--- src/rtl/median_pkg.sv ---
// Shared constants, state encoding and comparison schedule for the
// median-of-5 stream block.
package median_pkg;

    localparam int DW = 8;   // sample width, two's complement
    localparam int NS = 5;   // samples per frame
    localparam int IW = 3;   // slot index width
    localparam int RW = 3;   // rank counter width (max rank 4)
    localparam int NP = 10;  // number of pairwise comparisons per frame
    localparam int PW = 4;   // pair counter width

    typedef enum logic [1:0] {
        LOAD = 2'd0,
        CMP  = 2'd1,
        SEL  = 2'd2,
        OUT  = 2'd3
    } state_t;

    // Fixed comparison order: every unordered pair of slots exactly once.
    localparam logic [IW-1:0] PAIR_A [0:NP-1] = '{
        3'd0, 3'd0, 3'd0, 3'd0, 3'd1, 3'd1, 3'd1, 3'd2, 3'd2, 3'd3
    };
    localparam logic [IW-1:0] PAIR_B [0:NP-1] = '{
        3'd1, 3'd2, 3'd3, 3'd4, 3'd2, 3'd3, 3'd4, 3'd3, 3'd4, 3'd4
    };

    // With a strict total order, ranks are 0..4 and the median holds rank 2.
    localparam logic [RW-1:0] MEDIAN_RANK = 3'd2;

endpackage

--- src/rtl/median5_pair_cmp.sv ---
// Single pairwise comparator: signed magnitude compare, ties broken by
// arrival index so that no two distinct slots ever compare as equal.
module median5_pair_cmp
    import median_pkg::*;
(
    input  logic [DW-1:0] a_i,
    input  logic [DW-1:0] b_i,
    input  logic [IW-1:0] ia_i,
    input  logic [IW-1:0] ib_i,
    output logic          a_gt_b_o
);

    logic val_gt;
    logic val_eq;

    assign val_gt   = $signed(a_i) > $signed(b_i);
    assign val_eq   = (a_i == b_i);
    assign a_gt_b_o = val_gt || (val_eq && (ia_i > ib_i));

endmodule

--- src/rtl/median5_stream.sv ---
// Median-of-5 stream block: collects five signed samples, ranks them with one
// time-shared comparator over ten cycles, then presents the rank-2 sample and
// its arrival index on a registered valid/ready output.
module median5_stream
    import median_pkg::*;
(
    input  logic          clk,
    input  logic          reset,
    input  logic          in_valid,
    output logic          in_ready,
    input  logic [DW-1:0] in_data,
    output logic          out_valid,
    input  logic          out_ready,
    output logic [DW-1:0] out_data,
    output logic [IW-1:0] out_idx
);

    state_t        state_q;
    logic [IW-1:0] cnt_q;
    logic [PW-1:0] pair_q;
    logic          in_ready_q;
    logic          out_valid_q;
    logic [DW-1:0] out_data_q;
    logic [IW-1:0] out_idx_q;

    logic [DW-1:0] slot_q [NS];
    logic [RW-1:0] rank_q [NS];
    logic [RW-1:0] rank_d [NS];

    logic          accept;
    logic          load_last;
    logic [IW-1:0] pa;
    logic [IW-1:0] pb;
    logic          a_gt_b;
    logic [DW-1:0] sel_val;
    logic [IW-1:0] sel_idx;

    // in_ready_q is kept equal to (state_q == LOAD), so acceptance never
    // depends combinationally on in_valid beyond the final AND.
    assign accept    = in_valid && in_ready_q;
    assign load_last = accept && (cnt_q == IW'(NS - 1));

    assign pa = PAIR_A[pair_q];
    assign pb = PAIR_B[pair_q];

    median5_pair_cmp u_cmp (
        .a_i      (slot_q[pa]),
        .b_i      (slot_q[pb]),
        .ia_i     (pa),
        .ib_i     (pb),
        .a_gt_b_o (a_gt_b)
    );

    // Next ranks: clear at frame start, bump the winner of the current pair.
    always_comb begin
        rank_d = rank_q;
        if (load_last) begin
            for (int i = 0; i < NS; i++) rank_d[i] = '0;
        end else if (state_q == CMP) begin
            if (a_gt_b) rank_d[pa] = rank_q[pa] + RW'(1);
            else        rank_d[pb] = rank_q[pb] + RW'(1);
        end
    end

    // Pick the slot holding the median rank; exactly one matches once ranked.
    always_comb begin
        sel_val = '0;
        sel_idx = '0;
        for (int i = 0; i < NS; i++) begin
            if (rank_q[i] == MEDIAN_RANK) begin
                sel_val = slot_q[i];
                sel_idx = IW'(i);
            end
        end
    end

    // Sample storage: written only on an accepted transfer, so no reset needed.
    always_ff @(posedge clk) begin
        if (accept) slot_q[cnt_q] <= in_data;
    end

    // Rank counters.
    always_ff @(posedge clk) begin
        if (reset) begin
            for (int i = 0; i < NS; i++) rank_q[i] <= '0;
        end else begin
            rank_q <= rank_d;
        end
    end

    // Control FSM with registered handshake and result outputs.
    always_ff @(posedge clk) begin
        if (reset) begin
            state_q     <= LOAD;
            cnt_q       <= '0;
            pair_q      <= '0;
            in_ready_q  <= 1'b1;
            out_valid_q <= 1'b0;
            out_data_q  <= '0;
            out_idx_q   <= '0;
        end else begin
            case (state_q)
                LOAD: begin
                    if (accept) begin
                        cnt_q <= cnt_q + IW'(1);
                        if (load_last) begin
                            state_q    <= CMP;
                            pair_q     <= '0;
                            in_ready_q <= 1'b0;
                        end
                    end
                end
                CMP: begin
                    pair_q <= pair_q + PW'(1);
                    if (pair_q == PW'(NP - 1)) state_q <= SEL;
                end
                SEL: begin
                    out_valid_q <= 1'b1;
                    out_data_q  <= sel_val;
                    out_idx_q   <= sel_idx;
                    state_q     <= OUT;
                end
                OUT: begin
                    if (out_ready) begin
                        out_valid_q <= 1'b0;
                        cnt_q       <= '0;
                        in_ready_q  <= 1'b1;
                        state_q     <= LOAD;
                    end
                end
                default: begin
                    state_q    <= LOAD;
                    cnt_q      <= '0;
                    in_ready_q <= 1'b1;
                end
            endcase
        end
    end

    assign in_ready  = in_ready_q;
    assign out_valid = out_valid_q;
    assign out_data  = out_data_q;
    assign out_idx   = out_idx_q;

endmodule

--- config.mk ---
export PLATFORM = sky130hd
export DESIGN_NAME = median5_stream
export DESIGN_NICKNAME = d
export VERILOG_FILES = /design/src/rtl/median_pkg.sv /design/src/rtl/median5_pair_cmp.sv /design/src/rtl/median5_stream.sv
export SDC_FILE = /design/constraint.sdc
export NUM_CORES = 1
export LEC_CHECK = 0
export CORE_MARGIN = 4
export CORE_UTILIZATION = 50
export DETAILED_ROUTE_END_ITERATION = 16
export HOLD_SLACK_MARGIN = 0.05
export MAX_ROUTING_LAYER = met4
export PLACE_DENSITY_LB_ADDON = 0.3
export SETUP_SLACK_MARGIN = 0.05
export SLEW_MARGIN = 40
export SYNTH_ARGS = -nofsm -noshare
export SYNTH_HDL_FRONTEND = slang
export SYNTH_SLANG_ARGS = --single-unit
export TNS_END_PERCENT = 20
--- constraint.sdc ---
create_clock -name clk -period 4.9 [get_ports clk]
set_input_delay 0.98 -clock clk [delete_from_list [all_inputs] [get_ports clk]]
set_output_delay 0.98 -clock clk [all_outputs]
set_load 0.01 [all_outputs]
**Word-level counts from Yosys, hierarchy flattened**

Memories as Yosys holds them, arrays and structs flattened.
Cells that the tools add are included.

- Flip-flop bits (word level): 37
- Bits in latches: 0
- Bits in writable memories: 40
- Memory bits (read-only): 96
- Bits of input ports: 12
- Word-level logic and storage cells: 105
- Memories kept: 3

- Add/subtract/negate cells: 4
- $mul: 0
- Divide/modulo/power cells: 0
- Magnitude comparators: 7
- Equality and inequality tests: 15
- Shift operators: 0
- Mux-type cells: 45
- Bitwise logic cells: 3
- Reduce and logical (&&, ||, !) cells: 16

Memory list:

| memory | depth | width | read ports | clocked after Yosys merged registers in | wr ports | line | text |
|---|---|---|---|---|---|---|---|
| (name not given) | 16 | 3 | 1 | 0 | 0 | median5_stream.sv:44 | `assign pb = PAIR_B[pair_q];` |
| (name not given) | 16 | 3 | 1 | 0 | 0 | median5_stream.sv:43 | `assign pa = PAIR_A[pair_q];` |
| slot_q | 5 | 8 | 7 | 0 | 1 | median5_stream.sv:26 | `logic [DW-1:0] slot_q [NS];` |

Operators with widths:

| operator | count |
|---|---|
| 2-to-1 mux 3 bit | 15 |
| 2-to-1 mux 8 bit | 5 |
| bitwise mux 15 bit | 2 |
| binary-select mux 3 bit (select 3 bit) | 2 |
| demux 3 bit (select 3 bit) | 2 |
| equality test 3 x 2 -> 1 bit (second input constant) | 5 |
| 2-to-1 mux 15 bit | 1 |
| adder 3 x 1 -> 3 bit (second input constant) | 3 |
| equality test 8 bit | 1 |
| greater-or-equal comparator 4 bit (second input constant) | 2 |
| > comparator 8 bit | 1 |
| less-than comparator 4 x 1 -> 1 bit (second input constant) | 2 |
| 2-to-1 mux 2 bit | 4 |
| 2-to-1 mux 4 bit | 2 |
| NOT 3 -> 4 bit | 2 |
| case mux 2 bit (4 select lines) | 1 |
| case mux 4 bit (2 select lines) | 1 |
| AND reduction 4 bit | 2 |
| 2-to-1 mux 1 bit | 7 |
| inequality test 2 bit (second input constant) | 3 |
| case mux 3 bit (2 select lines) | 1 |
| AND reduction 3 bit | 2 |
| nonzero test 2 bit | 3 |
| greater-or-equal comparator 5 bit (second input constant) | 1 |
| other kinds (14) | 20 |

**Longest topological paths before layout**

Gate-level depths: netlist (run 1).

- Depth in word-level cells: 11
- Gate-level depth with buffers: 19
- Mapped depth without buffers: 15

**Hierarchy**

A second synthesis (run 1) with hierarchy kept.

- Cells, all modules: 545
- Area total of the unflattened synthesis: 5,557.8 µm²

By module, submodules not included:

| module | instances | cells each | area an instance (µm²) | seq. area each (µm²) |
|---|---|---|---|---|
| median5_stream | 1 | 506 | 5,247.5 | 2,662.6 |
| median5_pair_cmp | 1 | 39 | 310.3 | 0.0 |

**Worst setup path before layout (run 1)**

No wires, ideal clock.

- Path type: flip-flop to flip-flop
- Start: register pair_q[0]
- End: register rank_q[4] in the netlist's numbering
- Setup time: 0.116 ns
- Arrival: 3.919 ns
- Required time: 4.784 ns
- Path slack: 0.865 ns
- Stages on the path, launching flop included: 18
- Buffers on the path: 3
- Cells stage by stage: dfxtp_1 > buf_4 > inv_1 > ha_1 > buf_2 > or4b_4 > a21oi_4 > a222oi_1 > o211ai_1 > a21oi_1 > ha_1 > and4_1 > buf_2 > a22o_1 > nor2_1 > a21oi_2 > or4_1 > and4_1

- Word-level cells in the longest chain between the ends: 11

RTL lines:

| what | line | text |
|---|---|---|
| start: declaration | median5_stream.sv:20 | `logic [PW-1:0] pair_q;` |
| start signal: assignment | median5_stream.sv:114 | `pair_q <= pair_q + PW'(1);` |
| NOT 4 -> 5 bit (not written as such) (*) | median5_stream.sv:43, median5_stream.sv:44 |  |
| memory read (16 x 3 bit) (on tied branches) | - |  |
| 2-to-1 mux 3 bit (on tied branches) (2 in series) | median5_stream.sv:44, median5_stream.sv:43 |  |
| NOT 3 -> 4 bit (on tied branches) | median5_stream.sv:61, median5_stream.sv:60 |  |
| binary-select mux 3 bit (select 3 bit) (tied with other cells) | median5_stream.sv:61 | `else rank_d[pb] = rank_q[pb] + RW'(1);` |
| 2-to-1 mux 3 bit (not written as such) (tied with other cells) | median5_stream.sv:61 |  |
| 2-to-1 mux 3 bit (on tied branches) | median5_stream.sv:61, median5_stream.sv:60 |  |
| adder 3 x 1 -> 3 bit (tied with other cells) | median5_stream.sv:61 |  |
| bitwise mux 15 bit (on tied branches) | median5_stream.sv:61, median5_stream.sv:60 |  |
| 2-to-1 mux 15 bit (*) | median5_stream.sv:60 | `if (a_gt_b) rank_d[pa] = rank_q[pa] + RW'(1);` |
| end signal: assignment | median5_stream.sv:87 | `rank_q <= rank_d;` |
| end: declaration | median5_stream.sv:27 | `logic [RW-1:0] rank_q [NS];` |

Every way passes the cells marked *; elsewhere a longest branch is shown, timed or not. The select of a mux whose other input is x is not followed.
A chain may end at the register's enable or synchronous reset.

**Worst setup path after layout (run 1)**

- Start: register pair_q[0]
- End: register rank_q[13] in the netlist's numbering

The elaborated chain is that of the path after synthesis.

==> run summary, run 1 <==
================================================================================
Fin crit share                                                             92.7%
Worst setup path class                                                reg -> reg
Count of input and output buffers                                             24
Initial DRC Count                                                            563
Logic depth of the worst path, buffers included                               12
Cell area after placement                                               6090 µm²
Number of antenna cells inserted                                               0
Number of filler instances in the final layout                               915
Worst skew pair latency                                                  0.35 ns
Critical hold path startpoint                                         out_idx[0]
Maximum operating frequency                                              220 MHz
CP Data Arrival Time                                                     4.78 ns
Most common library cells after synthesis                           64 x edfxtp_1, 43 x nand2_1, 38 x nor2_1
Cell-internal power                                                      1570 µW
TritonCTS clock tree                                                       built
Number of library cell types mapped by synthesis                              76
Detailed Place HPWL                                                     11000 µm
Number of global-route vias before repair                                   4508
Std cell rows                                                                 38
Post-route clock skew                                                 0.00797 ns
# hold bufs at CTS                                                             0
Peak fanout along the critical path                                           17
Average cell area after synthesis                                       11.1 µm²
Cells taking the most area after synthesis                          edfxtp_1 34%, dfxtp_1 13%, ha_1 5.5%, mux4_2 4.4%, nand2_1 2.8%
Share of total power in the clock network                                  30.1%
Reg-to-reg slack, setup                                                  0.36 ns
Average wire per standard cell                                           23.5 µm
Pin slew with the least headroom to its limit                           0.856 ns
IO Count                                                                      25
Post-synthesis instance total                                                509
Final estimated routing congestion in global placement                     0.964
Most common cell on crit path                                               ha_1
Finish-stage setup viols                                                       0
Kind of launch point of the worst setup path                                flop
Non-filler instance count after layout                                       677
R2R Path End                                                          rank_q[13]
Number of enable flip-flop cells after synthesis                              64
Ordered cell list for the critical path                             ha_1 -> ha_1 -> nor2_1 -> inv_2 -> mux4_2 -> ha_1 -> a21o_1 -> a2111oi_4 -> nor2_1 -> a21oi_2 -> a21oi_1 -> o2111a_1
Stage delay of the slowest cell on the critical path                     0.55 ns
# H-tree levels                                                                3
Pwr Total                                                                2360 µW
Power share of the sequential group                                        45.3%
Sequential element share of the synthesized area                           46.9%
Length of the first detailed-routing pass in iterations                        5
Max-cap viol count                                                             0
Required time of the worst setup path                                    5.14 ns
Worst slew slack as a fraction of its limit                                42.8%
Critical path buffers and inverters                                            1
Setup repair after global routing missed its margin                           no
Fraction of synthesized cell area taken by the top area cell type          33.9%
Final-report hold violation count                                              0
Post-route cell area                                                    6380 µm²
Number of sinks handled by clock tree synthesis                              101
Vias/cell                                                                   6.75
Fin. max-slew vios                                                             0
Reported leakage power                                                0.00224 µW
Cts bufs inserted                                                              9
Post-CTS setup repair buffer count                                             0
Final ANT Viol Nets                                                            0
CTS-repair resized insts                                                       0
Comb power frac                                                            24.6%
CTS clk-pin slew, worst paths                                            0.08 ns
Logic depth of the worst register-to-register path                            12
Die width                                                                 115 µm
Chip height                                                               115 µm
Clock tree root buffer cell                                            clkbuf_16
Yosys warning count                                                            0
Number of register bits inferred by synthesis                                101
CP max stage cell                                                        a21oi_2
Mapped Area                                                             5670 µm²
Launch instance of the worst register-to-register path                 pair_q[0]
Total congestion overflow                                                      0
Switching pwr                                                             787 µW
DRC violations left                                                            0
Path category of the worst min-delay check                            reg -> reg
Worst setup path startpoint                                            pair_q[0]
Hold Path Sink                                                        out_idx[0]
VDD IR max                                                              0.229 mV
Most common cell in the netlist                                         edfxtp_1
Sum of negative setup slack                                                 0 ns
Post-synth net total                                                         546
Vias                                                                        4568
Core region area                                                       11000 µm²
Total Routed Length                                                     15900 µm
Number of cells on the worst hold path                                         2
Number of placed instances with taps included                                661
Minimum period implied by the final worst setup slack                    4.54 ns
Net switching fraction of the power                                        33.3%
Die Area                                                               13100 µm²
Layout cells sized above 1                                                 13.4%
Initial antenna violation count                                                0
Async set or reset register ratio after synthesis                             0%
Kind of end point of the critical path                                      flop
Starting density of the core                                               51.7%
Cell family with the largest share of critical-path delay           compound AO/OA/AOI/OAI gates
Commonest register cell after synthesis                                 edfxtp_1
Yosys top cell by area                                                  edfxtp_1
GR Util All Layers                                                         25.8%
Post-synthesis to final-layout area growth                                 12.5%
Largest net degree at the start of global routing                             25
Run status                                                             completed
Power per cell area                                                   370 nW/µm²
Util after Layout                                                          58.1%
Nets                                                                         569
Maximum root-to-sink buffer count                                              2
Global-route wire length before repair                                  25000 µm
================================================================================
==> layout make-up <==
cell class,instances,area (µm²),area share [%]
Tap cell,140,175,2.75
Timing Repair Buffer,36,330,5.18
Inverter,22,82.6,1.29
Clock buffer,9,225,3.53
Clock inverter,7,63.8,1.00
Multi-Input combinational cell,362,2840,44.5
Sequential cell,101,2660,41.7
==> stage by stage <==
step	setup WS (ns)	hold WS, ns
after floorplan	0.865	0.480
after global placement	0.551	0.468
after detailed placement	0.444	0.470
after CTS	0.388	0.479
after global routing	0.0716	0.510
final	0.360	0.478
==> tightest hold or removal path, cell delays in order, from the launching register on <==
cell,delay (ns)
dfxtp_1,0.32
nand2_1,0.06
a21oi_1,0.05
==> worst max path at each step <==
stage                     slack (ns)    endpoint
after floorplan                 0.87   rank_q[4]
after global placement          0.55  rank_q[13]
after detailed placement        0.44  rank_q[13]
after CTS                       0.39  rank_q[13]
after global routing            0.07  rank_q[13]
final                           0.36  rank_q[13]
==> placed cells by master (no fill, tap or decap), drive strengths merged, types with 13 or more instances in the layout <==
cell type and n:
edfxtp 64, nand2 43, nor2 38, a21oi 38
dfxtp 37, inv 26, ha 25, clkdlybuf4s50 24
a211oi 17, o21ai 16, o211ai 14, a222oi 13
==> power by group through the flow <==
stage | sequential (µW) | combinational (µW) | clock [µW]
finish | 1070 | 581 | 709
CTS | 1060 | 571 | 716
floorplan | 1060 | 422 | 0
detailed placement | 1080 | 566 | 0
global route | 1080 | 640 | 757
global placement | 1070 | 547 | 0
==> registers in the layout, indices dropped and copies added (netlist names) <==
register,count
slot_q,64
rank_q,15
out_data,8
pair_q,4
cnt_q,3
out_idx,3
state_q,2
in_ready,1
out_valid,1
==> logic make-up (layout without fill, tap and decap cells) <==
family,count (synthesis),in the layout,share of synthesized area (%)
adder cells (fa/ha/maj),25,25,5.51
buffers and inverters,46,74,3.70
AO/OA/AOI/OAI,158,158,22.1
XOR/XNOR,2,2,0.309
AND/OR/NAND/NOR,153,153,14.4
flip-flops,101,101,46.9
multiplexers,24,24,7.04
==> routing by layer <==
| metal | share of wire (%) | GRT usage (%) | vias to the layer above |
|---|---|---|---|
| li1 | - | - | 2053 |
| met1 | 41 | 33.8 | 2226 |
| met2 | 47 | 38.8 | 242 |
| met3 | 8.3 | 4.65 | 47 |
| met4 | 3.7 | 12.1 | 0 |
| met5 | 0 | - | - |
Note: power is estimated with default switching activity, not from simulation.
==> inputs of run 2 (changes only) <==
--- a/config.mk
+++ b/config.mk
@@ -11,7 +11,6 @@
 export HOLD_SLACK_MARGIN = 0.05
 export MAX_ROUTING_LAYER = met4
 export PLACE_DENSITY_LB_ADDON = 0.3
-export SETUP_SLACK_MARGIN = 0.05
 export SLEW_MARGIN = 40
 export SYNTH_ARGS = -nofsm -noshare
 export SYNTH_HDL_FRONTEND = slang
==> results of run 2 <==
Final layout, timing and power as in run 1 (identical DEF).
